`src/rtl/dm_port_arbiter.sv`:
```
// Arbitrates the single data-memory port between the CPU M-stage and a DMA engine.
// The policy is round-robin with a bounded DMA burst, and grants are combinational with zero added latency.
module dm_port_arbiter #(
  parameter int MAX_BURST = 4,
  parameter int CNT_W     = 3
) (
  input  logic        clk,
  input  logic        reset,
  input  logic        cpu_req,
  input  logic [31:0] cpu_addr,
  input  logic [31:0] cpu_wdata,
  input  logic [3:0]  cpu_byteen,
  output logic [31:0] cpu_rdata,
  output logic        cpu_stall,
  input  logic        dma_req,
  input  logic        dma_we,
  input  logic [31:0] dma_addr,
  input  logic [31:0] dma_wdata,
  input  logic [3:0]  dma_byteen,
  output logic        dma_ack,
  output logic [31:0] dma_rdata,
  output logic        dma_err,
  output logic [31:0] m_data_addr,
  output logic [31:0] m_data_wdata,
  output logic [3:0]  m_data_byteen,
  input  logic [31:0] m_data_rdata
);

  localparam logic [31:0]      DM_LIMIT  = 32'h0000_3000;
  localparam logic [CNT_W-1:0] BURST_MAX = CNT_W'(MAX_BURST);

  logic             r_last;
  logic [CNT_W-1:0] r_burst_cnt;

  logic w_dma_wins;
  logic w_grant_dma;
  logic w_grant_cpu;
  logic w_dma_err;

  function automatic logic [CNT_W-1:0] sat_inc(input logic [CNT_W-1:0] v);
    return (v >= BURST_MAX) ? BURST_MAX : v + CNT_W'(1);
  endfunction

  // Grants are qualified by reset, so every output falls back to the idle or stalled state while reset is held.
  assign w_dma_wins  = ~r_last | (r_burst_cnt < BURST_MAX);
  assign w_grant_dma = reset & dma_req & (~cpu_req | w_dma_wins);
  assign w_grant_cpu = reset & cpu_req & ~w_grant_dma;
  assign w_dma_err   = w_grant_dma & (dma_addr >= DM_LIMIT);

  assign cpu_stall = cpu_req & ~w_grant_cpu;
  assign dma_ack   = w_grant_dma;
  assign dma_err   = w_dma_err;

  always_comb begin
    m_data_addr   = '0;
    m_data_wdata  = '0;
    m_data_byteen = '0;
    cpu_rdata     = '0;
    dma_rdata     = '0;
    if (w_grant_cpu) begin
      m_data_addr   = cpu_addr;
      m_data_wdata  = cpu_wdata;
      m_data_byteen = cpu_byteen;
      cpu_rdata     = m_data_rdata;
    end else if (w_grant_dma) begin
      m_data_addr  = {dma_addr[31:2], 2'b00};
      m_data_wdata = dma_wdata;
      if (!w_dma_err) begin
        m_data_byteen = dma_we ? dma_byteen : 4'b0000;
        dma_rdata     = m_data_rdata;
      end
    end
  end

  // Reset primes the state as though the DMA has already used a full burst, so the CPU wins first.
  always_ff @(posedge clk) begin
    if (!reset) begin
      r_last      <= 1'b1;
      r_burst_cnt <= BURST_MAX;
    end else if (w_grant_cpu) begin
      r_last      <= 1'b0;
      r_burst_cnt <= '0;
    end else if (w_grant_dma) begin
      r_last      <= 1'b1;
      r_burst_cnt <= sat_inc(r_burst_cnt);
    end else begin
      r_burst_cnt <= '0;
    end
  end

endmodule

```
`config.mk`:
```
export PLATFORM = sky130hd
export DESIGN_NAME = dm_port_arbiter
export DESIGN_NICKNAME = d
export VERILOG_FILES = /design/src/rtl/dm_port_arbiter.sv
export SDC_FILE = /design/constraint.sdc
export NUM_CORES = 1
export LEC_CHECK = 0
export CORE_AREA = 3 3 119 121
export CTS_CLUSTER_SIZE = 24
export DETAILED_ROUTE_END_ITERATION = 12
export DIE_AREA = 0 0 122 124
export GPL_ROUTABILITY_DRIVEN = 0
export SETUP_SLACK_MARGIN = 0.3
export SLEW_MARGIN = 20
export SYNTH_ARGS = -nofsm -noshare
export SYNTH_HDL_FRONTEND = slang
export SYNTH_SLANG_ARGS = --single-unit
```
`constraint.sdc`:
```
create_clock -name clk -period 3.1 [get_ports clk]
set_clock_uncertainty 0.15 [all_clocks]
set_input_delay 0.31 -clock clk [delete_from_list [all_inputs] [get_ports clk]]
set_output_delay 0.31 -clock clk [all_outputs]
set_load 0.01 [all_outputs]
```
==> results.sh, run 1 <==
export IMPL_cts_hold_buffers=0
export IMPL_drtPass1Iterations=4
export IMPL_setup_total_negative_slack_ps=0
export IMPL_ctsLongestPathBuffers=2
export IMPL_post_synth_top_count_cell="sky130_fd_sc_hd__a22o_1"
export IMPL_layout_drive_gt1_share=0.117
export IMPL_synthesis_warning_total=0
export IMPL_endpoint_kind="primary output"
export IMPL_timing_critical_path_fanout_max=28
export IMPL_initial_utilization=0.141
export IMPL_synthesis_area_mm2=0.00186
export IMPL_port_buffer_count=305
export IMPL_synth_area_per_cell_um2=8.11
export IMPL_synth_async_reset_ratio=0
export IMPL_coreArea_mm2=0.0132
export IMPL_post_drt_wl_per_cell_um=18.4
export IMPL_netlist_top_cells_count="sky130_fd_sc_hd__a22o_1 (61), sky130_fd_sc_hd__and2_1 (39), sky130_fd_sc_hd__nand2_1 (34)"
export IMPL_io_pins=308
export IMPL_route_antenna_remaining_nets=0
export IMPL_critical_path_required_ps=2640
export IMPL_hpwlAfterDp_um=9890
export IMPL_routed_wirelength_um=12900
export IMPL_slew_limit_headroom=0.722
export IMPL_setup_repair_after_global_routing_missed_its_margin="true"
export IMPL_flip_flop_and_latch_count_after_synthesis=4
export IMPL_cts_tree="yes"
export IMPL_grt_first_pass_wirelength_um=16900
export IMPL_total_of_fill_cells_in_the_finished_design=1313
export IMPL_die_area_mm2=0.0151
export IMPL_placement_cell_area_mm2=0.00502
export IMPL_grt_pass1_vias=3055
export IMPL_timing_max_transition_violations_final=0
export IMPL_endpoints_failing_hold=0
export IMPL_p_leak_nw=3.67
export IMPL_synth_top_cell_area_share=0.288
export IMPL_detail_route_drc_violations=0
export IMPL_r2r_slack_ps=1570
export IMPL_final_min_clock_period_ps=2780
export IMPL_period_share=0.897
export IMPL_yosysTopAreaCell="sky130_fd_sc_hd__a22o_1"
export IMPL_worst_slew_pin_transition_ps=418
export IMPL_htreeDepth=1
export IMPL_synth_cell_type_count=27
export IMPL_detailedRoute_firstIterationViolations=68
export IMPL_timing_critical_path_arrival_ps=2320
export IMPL_rows=42
export IMPL_synth_seq_area_share=0.0431
export IMPL_status="finished, final reports clean"
export IMPL_area_added_between_synthesis_and_finish_pct=196
export IMPL_timing_critical_path_from_type="input pin"
export IMPL_timing_hold_worst_start="r_burst_cnt[0]"
export IMPL_clock_sinks=4
export IMPL_ir_worst_vdd_mv=0.148
export IMPL_die_width_um=122
export IMPL_grt_util_all_layers=0.139
export IMPL_finalInstanceArea_mm2=0.00550
export IMPL_routed_via_count=3092
export IMPL_yosys_most_used_dff="sky130_fd_sc_hd__dfxtp_1"
export IMPL_mappedNetlistNets=404
export IMPL_worst_r2r_startpoint="r_burst_cnt[2]"
export IMPL_maximum_number_of_pins_on_one_net_before_global_route_repair=57
export IMPL_report_final_setup_viol=0
export IMPL_criticalPathCategory="in2out"
export IMPL_drv_max_cap_violation_count=0
export IMPL_gr_total_overflow=0
export IMPL_insertedDiodeCount=0
export IMPL_die_h_um=124
export IMPL_worst_skew_pair_late_latency_ps=220
export IMPL_cts_buffers_inserted=3
export IMPL_synth_area_top_cells="sky130_fd_sc_hd__a22o_1 (29%), sky130_fd_sc_hd__nor3_2 (16%), sky130_fd_sc_hd__and2_1 (13%), sky130_fd_sc_hd__buf_6 (8.5%), sky130_fd_sc_hd__nand2_1 (6.9%)"
export IMPL_max_freq_mhz=360
export IMPL_avgViaCountPerCell=4.42
export IMPL_netlist_instances=229
export IMPL_root_buffer_cell="sky130_fd_sc_hd__clkbuf_16"
export IMPL_crit_start="reset"
export IMPL_hold_path_class="reg2reg"
export IMPL_clk_pin_slew_worst_paths_ps=30
export IMPL_synth_enable_flop_cells=0
export IMPL_nNetsFinal=700
export IMPL_initial_antenna_violation_count=0
export IMPL_power_density_normalized_to_cell_area_mw_per_mm2=158
-- per-layer routing --
layer  up-vias  wire length, um  global-route usage
li1       1446                -                   -
met1      1449             4980               0.171
met2       193             6300               0.241
met3         4             1570              0.0518
met4         0               13             0.00980
met5         -                0                   0
-- cell usage in the layout, fill, tap and decap left out --
| cell | n |
|---|---|
| sky130_fd_sc_hd__buf_12 | 6 |
| sky130_fd_sc_hd__buf_4 | 4 |
| sky130_fd_sc_hd__o21ai_0 | 1 |
| sky130_fd_sc_hd__clkdlybuf4s50_1 | 189 |
| sky130_fd_sc_hd__buf_16 | 1 |
| sky130_fd_sc_hd__o2bb2ai_2 | 4 |
| sky130_fd_sc_hd__ha_1 | 2 |
| sky130_fd_sc_hd__buf_6 | 1 |
| sky130_fd_sc_hd__a21oi_1 | 1 |
| sky130_fd_sc_hd__nor3_2 | 29 |
| sky130_fd_sc_hd__dfxtp_1 | 4 |
| sky130_fd_sc_hd__inv_4 | 1 |
| sky130_fd_sc_hd__a22o_2 | 1 |
| sky130_fd_sc_hd__nor3_1 | 4 |
| sky130_fd_sc_hd__and2_1 | 39 |
| sky130_fd_sc_hd__and4_2 | 1 |
| sky130_fd_sc_hd__a211oi_2 | 1 |
| sky130_fd_sc_hd__nand2b_1 | 1 |
| sky130_fd_sc_hd__a22o_1 | 61 |
| sky130_fd_sc_hd__dlymetal6s2s_1 | 116 |
| sky130_fd_sc_hd__nor2_1 | 1 |
| sky130_fd_sc_hd__nor4_4 | 4 |
| sky130_fd_sc_hd__nand4_1 | 4 |
| sky130_fd_sc_hd__nand2_1 | 33 |
| sky130_fd_sc_hd__nand2_2 | 1 |
| sky130_fd_sc_hd__nand3_1 | 2 |
| sky130_fd_sc_hd__a21oi_4 | 1 |
| sky130_fd_sc_hd__inv_1 | 2 |
| sky130_fd_sc_hd__nand4_4 | 1 |
| sky130_fd_sc_hd__clkbuf_16 | 5 |
| sky130_fd_sc_hd__nor3b_1 | 1 |
| sky130_fd_sc_hd__nor2b_1 | 1 |
-- worst max-delay path: stages --
cell and delay, ps:
sky130_fd_sc_hd__clkdlybuf4s50_1 460, sky130_fd_sc_hd__and2_1 200, sky130_fd_sc_hd__buf_4 160, sky130_fd_sc_hd__a21oi_4 160, sky130_fd_sc_hd__buf_12 160, sky130_fd_sc_hd__buf_16 170, sky130_fd_sc_hd__a22o_1 150, sky130_fd_sc_hd__clkdlybuf4s50_1 530
-- state kept, by name (all words and copies together), names as in the netlist --
name / flops
r_burst_cnt: 3
r_last: 1
-- metrics by stage --
step	worst slack (ps)	hold slack, ps	instances	utilization	power, mW
after floorplan	1380	232	229	-	0.251
after detailed placement	272	313	691	0.381	0.669
after global routing	230	326	699	0.417	0.911
final	319	311	699	0.417	0.871
after global placement	289	294	691	0.381	0.667
after CTS	253	315	695	0.387	0.880
-- power by group --
| part | internal (mW) | switching, mW |
|---|---|---|
| logic | 0.386 | 0.227 |
| clock network | 0.165 | 0.0364 |
| registers | 0.0545 | 0.00186 |
| total | 0.605 | 0.265 |
-- path summary, 6_finish.rpt --
kind                                   endpoint  cells past startpoint
worst min register to register   r_burst_cnt[0]                      1
worst min-delay path             r_burst_cnt[0]                      1
worst max register to register   r_burst_cnt[2]                      4
worst max-delay path            m_data_addr[27]                      8
-- cells by family after synthesis --
kind of cell    Yosys count  synth area share
simple gates            122             0.462
buf+inv                  31             0.139
flops                     4            0.0431
fa+ha+maj                 2            0.0135
compound gates           70             0.342
-- area by class of cell --
| cell class | count | area (um^2) | share of cell area |
|---|---|---|---|
| flip-flops and latches | 4 | 80.1 | 0.0146 |
| clock buffers | 3 | 75.1 | 0.0137 |
| well taps | 176 | 220 | 0.0400 |
| multi-input cells | 194 | 1530 | 0.278 |
| inverters | 3 | 13.8 | 0.00250 |
| repair buffers | 319 | 3580 | 0.651 |
-- what timing repair did --
item                                   4_1_cts  5_1_grt
endpoints found under the hold margin        0        0
pin swaps                                    1        1
gates resized for setup                      0      122
setup endpoints to repair                   49      133
cloned                                       0        3
setup buffers                                1        1
Note: power is estimated with default switching activity, not from simulation.
==> run 2, diff against run 1 <==
- MAX_ROUTING_LAYER: unset -> met4
==> run 2 against run 1 <==
Effect of this change:
- combinational power about the same
- non-clock buffer count did not move
- global-route usage increased by 0.39 points
- die area unchanged
- largest power group unchanged
==> results.sh, run 2 (synthesis gave the netlist of run 1 again) <==
export IMPL_status="finished, final reports clean"
export IMPL_reg_top3="r_burst_cnt x3, r_last x1"
export IMPL_timing_max_transition_violations_final=0
export IMPL_ctsLongestPathBuffers=2
export IMPL_gr_total_overflow=0
export IMPL_area_added_between_synthesis_and_finish_pct=196
export IMPL_io_pins=308
export IMPL_drtPass1Iterations=4
export IMPL_endpoint_kind="primary output"
export IMPL_path_depth=8
export IMPL_crit_family="buffers and inverters"
export IMPL_nNetsFinal=700
export IMPL_critical_path_n_buffers_inverters=5
export IMPL_seq_power_share=0.065
export IMPL_criticalPathCategory="in2out"
export IMPL_worst_skew_pair_late_latency_ps=220
export IMPL_setup_repair_after_global_routing_missed_its_margin="true"
export IMPL_crit_chain="clkdlybuf4s50_1, and2_1, buf_4, a21oi_4, buf_12, buf_16, and2_1, clkdlybuf4s50_1"
export IMPL_p_leak_nw=3.66
export IMPL_slew_limit_headroom=0.724
export IMPL_power_frac_clock=0.231
export IMPL_timing_critical_path_arrival_ps=2320
export IMPL_wl_met2_um=6280
export IMPL_hold_depth=1
export IMPL_rows=42
export IMPL_internal_power_mw=0.605
export IMPL_hold_path_class="reg2reg"
export IMPL_port_buffer_count=305
export IMPL_grt_util_all_layers=0.143
export IMPL_detail_route_drc_violations=0
export IMPL_worst_slew_pin_transition_ps=414
export IMPL_maximum_number_of_pins_on_one_net_before_global_route_repair=57
export IMPL_reg2regPathDepth=4
export IMPL_dp_cells=691
export IMPL_initial_antenna_violation_count=0
export IMPL_route_antenna_remaining_nets=0
export IMPL_timing_critical_path_from_type="input pin"
export IMPL_avgViaCountPerCell=4.35
export IMPL_die_area_mm2=0.0151
export IMPL_layout_cells_most_common="sky130_fd_sc_hd__clkdlybuf4s50_1"
export IMPL_registers_top_by_ff_count="r_burst_cnt"
export IMPL_max_stage_delay_ps=530
export IMPL_design_power_total_mw=0.871
export IMPL_max_freq_mhz=359
export IMPL_grt_pass1_vias=3071
export IMPL_top_layer="met4"
export IMPL_ir_worst_vdd_mv=0.148
export IMPL_net_switching_power_mw=0.265
export IMPL_insertedDiodeCount=0
export IMPL_clock_sinks=4
export IMPL_crit_path_top_delay_cell="sky130_fd_sc_hd__clkdlybuf4s50_1"
export IMPL_timing_critical_path_fanout_max=28
export IMPL_die_h_um=124
export IMPL_layout_cells_most_common_list="sky130_fd_sc_hd__clkdlybuf4s50_1 (190), sky130_fd_sc_hd__dlymetal6s2s_1 (115), sky130_fd_sc_hd__a22o_1 (61)"
export IMPL_clk_pin_slew_worst_paths_ps=30
export IMPL_detailedRoute_firstIterationViolations=66
export IMPL_routed_via_count=3044
export IMPL_wl_met3_um=1380
export IMPL_drv_max_cap_violation_count=0
export IMPL_final_min_clock_period_ps=2780
export IMPL_period_share=0.897
export IMPL_coreArea_mm2=0.0132
export IMPL_post_drt_wl_per_cell_um=18.4
export IMPL_htreeDepth=1
export IMPL_routed_wirelength_um=12900
export IMPL_layout_drive_gt1_share=0.117
export IMPL_power_density_normalized_to_cell_area_mw_per_mm2=158
export IMPL_report_final_setup_viol=0
export IMPL_max_ffs_per_register=3
export IMPL_critical_path_required_ps=2640
export IMPL_share_comb_of_total_power=0.704
export IMPL_initial_utilization=0.141
export IMPL_setup_total_negative_slack_ps=0
export IMPL_hpwlAfterDp_um=9890
export IMPL_instances_no_fill=699
export IMPL_endpoints_failing_hold=0
export IMPL_cts_buffers_inserted=3
export IMPL_sw_frac_of_total=0.305
export IMPL_die_width_um=122
export IMPL_root_buffer_cell="sky130_fd_sc_hd__clkbuf_16"
export IMPL_met1Wirelength_um=5220
export IMPL_cts_tree="yes"
export IMPL_grt_first_pass_wirelength_um=16800
run 2: repair_timing:
action	4_1_cts	5_1_grt
pin swaps	1	1
setup endpoints to repair	49	133
hold buffers	0	0
cloned	0	3
endpoints found under the hold margin	0	0
setup buffers	1	1
gates resized for setup	0	121
run 2: worst paths after layout:
check                                    start        endpoint  slack, ps
worst max-delay path                     reset   cpu_rdata[18]        320
worst max register to register  r_burst_cnt[2]  r_burst_cnt[2]       1580
worst min-delay path            r_burst_cnt[0]  r_burst_cnt[0]        310
worst min register to register  r_burst_cnt[0]  r_burst_cnt[0]        310
run 2: power by group through the flow:
stage | clock network [mW] | logic [mW] | registers (mW)
after floorplan | 0 | 0.194 | 0.0566
after global placement | 0 | 0.611 | 0.0568
after detailed placement | 0 | 0.612 | 0.0570
after CTS | 0.203 | 0.620 | 0.0563
after global routing | 0.207 | 0.648 | 0.0566
final | 0.201 | 0.613 | 0.0563
run 2: area by class of cell:
type	count	area (um^2)
Clock buffer	3	75.1
Fill cell	1313	7690
Inverter	3	13.8
Multi-Input combinational cell	194	1530
Sequential cell	4	80.1
Tap cell	176	220
Timing Repair Buffer	319	3580
run 2: per-layer routing:
layer | vias up | global-route usage
met5 | - | -
met4 | 0 | 0.00980
met3 | 2 | 0.0363
met2 | 182 | 0.241
met1 | 1415 | 0.181
li1 | 1445 | -
run 2: through the flow:
step / setup slack, ps / util / hold slack, ps / area [um^2]
6_report: 318 / 0.417 / 311 / 5500
5_1_grt: 226 / 0.417 / 326 / 5500
4_1_cts: 253 / 0.387 / 315 / 5100
3_5_place_dp: 272 / 0.381 / 313 / 5020
3_3_place_gp: 289 / 0.381 / 294 / 5020
2_1_floorplan: 1380 / - / 232 / 1860
